--- config.mk ---
export PLATFORM = sky130hd
export DESIGN_NAME = ib_mul_seq_8x8
export DESIGN_NICKNAME = d
export VERILOG_FILES = /design/src/rtl/ib_mul_seq_8x8.sv
export SDC_FILE = /design/constraint.sdc
export NUM_CORES = 1
export LEC_CHECK = 0
export BUFFER_PORTS_ARGS = -buffer_cell sky130_fd_sc_hd__buf_4
export CORE_MARGIN = 2
export CORE_UTILIZATION = 40
export CTS_CLUSTER_DIAMETER = 40
export DETAILED_ROUTE_END_ITERATION = 7
export PLACE_DENSITY = 0.69
export RECOVER_POWER = 50
export SYNTH_ARGS = -nofsm -noshare
export SYNTH_HDL_FRONTEND = slang
export SYNTH_SLANG_ARGS = --single-unit
export TNS_END_PERCENT = 10
--- constraint.sdc ---
create_clock -name i_clk -period 1.75 [get_ports i_clk]
set_input_delay 0.175 -clock i_clk [delete_from_list [all_inputs] [get_ports i_clk]]
set_output_delay 0.175 -clock i_clk [all_outputs]
set_load 0.01 [all_outputs]
--- src/rtl/ib_mul_seq_8x8.sv ---
// Valid/ready sequencer for the start/done shift-add multiplier: one start per operand pair, watchdog on done.
// Latency accept->o_valid is 3+n cycles (n = A's MSB position + 1); results hold in OUT until i_ready.
module ib_mul_seq_8x8 #(
  parameter int TIMEOUT = 12
) (
  input  logic        i_clk,
  input  logic        i_nrst,
  input  logic        i_valid,
  output logic        o_ready,
  input  logic [7:0]  i_a,
  input  logic [7:0]  i_b,
  output logic        o_mul_start,
  output logic [7:0]  o_mul_a,
  output logic [7:0]  o_mul_b,
  input  logic [15:0] i_mul_c,
  input  logic        i_mul_done,
  output logic        o_valid,
  input  logic        i_ready,
  output logic [15:0] o_c,
  output logic        o_err
);

  localparam int WDW = $clog2(TIMEOUT + 1);
  localparam logic [WDW-1:0] WD_LAST = WDW'(TIMEOUT - 1);

  localparam logic [1:0] S_IDLE  = 2'd0;
  localparam logic [1:0] S_START = 2'd1;
  localparam logic [1:0] S_WAIT  = 2'd2;
  localparam logic [1:0] S_OUT   = 2'd3;

  logic [1:0]     r_state;
  logic [WDW-1:0] r_wd;
  logic [7:0]     r_a;
  logic [7:0]     r_b;
  logic [15:0]    r_c;
  logic           r_err;
  logic           w_ready;
  logic           w_accept;

  assign w_ready  = (r_state == S_IDLE) | ((r_state == S_OUT) & i_ready);
  assign w_accept = i_valid & w_ready;

  assign o_ready     = w_ready;
  assign o_mul_start = (r_state == S_START);
  assign o_valid     = (r_state == S_OUT);
  assign o_mul_a     = r_a;
  assign o_mul_b     = r_b;
  assign o_c         = r_c;
  assign o_err       = r_err;

  always_ff @(posedge i_clk or negedge i_nrst) begin
    if (!i_nrst) begin
      r_state <= S_IDLE;
      r_wd    <= '0;
      r_a     <= '0;
      r_b     <= '0;
      r_c     <= '0;
      r_err   <= 1'b0;
    end else begin
      if (w_accept) begin
        r_a <= i_a;
        r_b <= i_b;
      end
      case (r_state)
        S_IDLE: begin
          if (w_accept) r_state <= S_START;
        end
        S_START: begin
          r_wd    <= '0;
          r_state <= S_WAIT;
        end
        S_WAIT: begin
          // done wins over a timeout landing in the same cycle
          if (i_mul_done) begin
            r_c     <= i_mul_c;
            r_err   <= 1'b0;
            r_state <= S_OUT;
          end else begin
            r_wd <= r_wd + 1'b1;
            if (r_wd == WD_LAST) begin
              r_c     <= '0;
              r_err   <= 1'b1;
              r_state <= S_OUT;
            end
          end
        end
        S_OUT: begin
          if (i_ready) r_state <= w_accept ? S_START : S_IDLE;
        end
        default: r_state <= S_IDLE;
      endcase
    end
  end

endmodule

* Word-level counts from Yosys, hierarchy flattened
Cells that the tools add are included.
Storage, ports and cells: bits in registers 39, input port bits 37, output and inout port bits 36, logic and storage cells 36
Operators by class: $add $sub $neg 1, equal/unequal tests 8, mux-type cells 12, bitwise gates (word level) 3, reduce and logical (&&, ||, !) cells 6
Operator list (count):
- $mux 16 | 2
- $mux 2 | 4
- $pmux 2 s4 | 1
- $pmux 4 s2 | 1
- $add 4x1->4 const B | 1
- $eq 2x2->1 const B | 2
- $eq 4x4->1 const B | 1
- $mux 4 | 1
- $ne 2x2->1 const B | 2
- $reduce_and 2->1 | 2
- $reduce_bool 2->1 | 2
- $mux 1 | 3
- $ne 3x3->1 const B | 1
- $reduce_and 3->1 | 1
- $and 1x1->1 | 2
- $eq 2x1->1 const B | 1
- $logic_not 2->1 | 1
- $ne 2x1->1 const B | 1
- $or 1x1->1 | 1

* Longest topological paths before layout
depth in word-level cells 7, depth in mapped cells 7, depth with buffers taken out 6

* Worst setup path before layout
OpenSTA, ideal clock, no wires.
path type register to register, from register r_state[1], to register r_a[0] (netlist: o_mul_a[0]), setup time 0.125 ns, data arrival time 1.494 ns, required time 1.625 ns, setup slack 0.131 ns, cell stages (with the launch flop) 6, path buffers 1, cells stage by stage dfrtp_1 ha_1 a21o_2 nand2_4 buf_6 mux2_4
Between the ends: cells in the longest elaborated chain, start to end 4, elaborated cells on any way between the ends 5
Ends and longest elaborated chain:
- start, declared | line 31 | logic [1:0] r_state;
- start signal, assigned | line 88 | if (i_ready) r_state <= w_accept ? S_START : S_IDLE;
- $eq 2x2->1
- via o_valid | line 17 | output logic o_valid,
- $and 1x1->1 | line 40 | assign w_ready = (r_state == S_IDLE) | ((r_state == S_OUT) & i_ready);
- $or 1x1->1 | line 40
- via o_ready | line 9 | output logic o_ready,
- $and 1x1->1 | line 41 | assign w_accept = i_valid & w_ready;
- end signal, assigned | line 61 | r_a <= i_a;
- end, declared | line 33 | logic [7:0] r_a;
The timed path passes the listed nets, and every way through them passes these cells. A chain may end at the register's enable or synchronous reset.

* Final worst setup path
from register r_state[1], to register r_b[1] (netlist: o_mul_b[1])
Between the ends: cells in the longest elaborated chain, start to end 4, elaborated cells on any way between the ends 5
Ends and longest elaborated chain:
- $eq 2x2->1 | line 40
- $and 1x1->1 | line 40
- $or 1x1->1 * | line 40
- $and 1x1->1 * | line 41
- end signal, assigned | line 62 | r_b <= i_b;
- end, declared | line 34 | logic [7:0] r_b;
Every way passes the cells marked *; elsewhere a longest branch is shown, timed or not.

==> metrics.txt <==
outcome=completed; CTS tree=done; syn nets=158; diode count=0; core region area=4030 sq um; Die Ht=69.1 um; Total Routing Usage GR=17.0%; Setup violations, final=0; fin crit share=94.8%; largest net degree at the start of global routing=40; Worst-Margin Slew=0.941 ns; reg-to-reg endpoint=o_mul_b[1]; clock skew after layout=0.00624 ns; sequential element share of the synthesized area=57.5%; vias in the first global route=1292; placed cell area=2270 sq um; Critical Path End Type=flop; Synth async-reset ratio=100%; f_max=603 MHz; Yosys reg bits=39; drt drc=0; Pleak=1.15 nW; crit-path cells=inv_1, ha_1, a21o_2, nand2_8, mux2_2; slowest cell delay on critical path=0.42 ns; crit path to=o_mul_b[1]; Synth top cells by count=39 x dfrtp_1, 18 x a22o_1, 10 x mux2_4; Worst R2R Start=r_state[1]; dominant cell type by area after synthesis=dfrtp_1; via count=1224; post-CTS setup buffer count=0; Pint=0.00267 W; setup slack after layout=0.0908 ns; finished layout cell area=2320 sq um; Clk pin slew, worst setup/hold paths=0.08 ns; final net count=235; Via density=5.04; row count=23; gpl congestion=0.753; syn avg cell area=14.8 sq um; CTS root buffer=clkbuf_8; # fillers=370; cells on worst reg2reg path=5; Yosys Warn Count=0; share of the synthesized area in the top cell type=57.5%; Final Hold Violating Endpoints=0; slew margin rel.=37.3%; part of the power in combinational logic=45.4%; routed length per instance=16.3 um; Netlist cell types=27; first-pass GRT wire length=6.44 mm; DRT Pass-1 Iters=4; Starting Density=42.1%; max-cap violation count=0; crit start category=flop; Worst path slowest cell=dfrtp_1; worst-path maximum fanout=16; sw frac=34.9%; max-slew violations=0; Syn-to-layout area delta=36.8%; Data required, critical path=1.92 ns; DR iter-0 viols=59; most common cell in the netlist=dfrtp_1; Clock power frac=16.3%; Mapped Cells=115; crit path time final=1.66 ns; crit path kind=flop to flop; routed wire length=3.95 mm; setup TNS=0 ns; Port Buffers=72; sequential power share=38.3%; Max Root-Sink Buffers=2; most area-consuming cells after synthesis=dfrtp_1 58%, a22o_1 9.3%, mux2_4 8.8%, mux2_2 4.6%, ha_1 4.4%; clk sinks=39; die area=4780 sq um; htree depth=2; reg-to-reg slack, setup=0.09 ns; I/O Pins=73; fraction of layout cells with a size suffix above 1=45.6%; HP Class=input port to flop; DP Worst Slack=0.0387 ns; Worst-Skew Late Latency=0.29 ns; Crit path arrival time=1.83 ns; switching pwr=0.00143 W; remaining global-route overflow=0; RSZ-0062 raised after global routing=false; Die X=69.1 um; crit path launch=r_state[1]; Post-synth EDFFs=0; Worst VDD drop=1030 uV; post-route ant nets=0; predominant post-synthesis flop cell=dfrtp_1; synthesized cell area=1700 sq um; TritonCTS buffer count=5; initial antenna violation count=0; pwr dens=1770 nW/um^2
-- kinds of logic (layout without fill, tap and decap cells) --
family | after synthesis | after routing | share of synthesized area, %
DFF | 39 | 39 | 57.5
AOI/OAI and AO/OA | 28 | 28 | 14.3
muxes | 17 | 17 | 13.5
and+or+nand+nor | 14 | 14 | 5.31
buffers and inverters | 8 | 86 | 3.39
adders and majority gates | 6 | 6 | 4.42
xor gates and xnor gates | 3 | 3 | 1.55
-- registers in the layout, indices dropped and copies added, names as in the netlist --
name and count:
o_c 16, o_err 1, o_mul_a 8, o_mul_b 8, r_state 2, r_wd 4
-- critical path, delay by kind of cell (launching register included) --
kind | cells | cell delay [ns]
flip-flops | 1 | 0.42
multiplexers | 1 | 0.36
AO/OA/AOI/OAI | 1 | 0.24
adder cells (fa/ha/maj) | 1 | 0.23
AND/OR/NAND/NOR | 1 | 0.17
buffers and inverters | 1 | 0.12
-- cell usage in the layout, fill, tap and decap left out, drive strengths merged --
cell type     n
buf          55
dfrtp        39
clkbuf       26
a22o         18
mux2         17
ha            6
o21ai         5
nand2b        4
nand2         4
inv           3
xnor2         3
nor2          2
a21o          1
and2          1
and3b         1
o221a         1
a211oi        1
a22oi         1
or2b          1
a21oi         1
nand4b        1
clkinvlp      1
dlygate4sd3   1
-- layout make-up --
class / instances / area, sq um / area share (%)
multi-input combinational: 68 / 672 / 28.9
sequential: 39 / 976 / 42.0
timing repair buffer: 75 / 495 / 21.3
tap: 50 / 62.6 / 2.70
clock inverter: 1 / 7.51 / 0.323
clock buffer: 7 / 96.3 / 4.15
inverter: 3 / 11.3 / 0.485
-- repair_timing --
action                                 in CTS  in global routing
setup endpoints to repair                   0                  8
resized for setup                           0                  1
endpoints found under the hold margin      39                  0
hold buffers                                1                  0
-- routing by layer --
metal	global-route usage, %	wire, um	up-vias
li1	-	-	566
met3	5.85	243	6
met1	20.4	1640	597
met5	0	0	-
met2	28.7	2030	55
met4	5.66	46	0
-- metrics by stage --
step	std cells	hold slack, ns	util [%]	power (W)
2_1_floorplan	115	-0.121	-	0.00270
3_3_place_gp	234	0.164	56.3	0.00350
5_1_grt	243	0.0967	57.6	0.00437
3_5_place_dp	234	0.176	56.3	0.00360
6_report	243	0.105	57.6	0.00410
4_1_cts	243	0.102	59.1	0.00429
-- worst min-delay path by stage --
stage,startpoint,end,slack (ns),cells past startpoint
floorplan,i_nrst,o_c[0],-0.12,0
global placement,i_nrst,o_err,0.16,1
detailed placement,i_nrst,o_c[8],0.18,1
CTS,i_mul_c[13],o_c[13],0.10,2
global route,i_a[1],o_mul_a[1],0.1,2
finish,i_mul_c[13],o_c[13],0.11,2
-- power by group through the flow --
stage / registers, W / logic, W / clock network, W
global placement: 0.00156 / 0.00194 / 0
CTS: 0.00158 / 0.00203 / 0.000681
floorplan: 0.00172 / 0.000985 / 0
global route: 0.00162 / 0.00201 / 0.000741
detailed placement: 0.00158 / 0.00202 / 0
finish: 0.00157 / 0.00186 / 0.000666
Power figures use the tool's default switching activity.
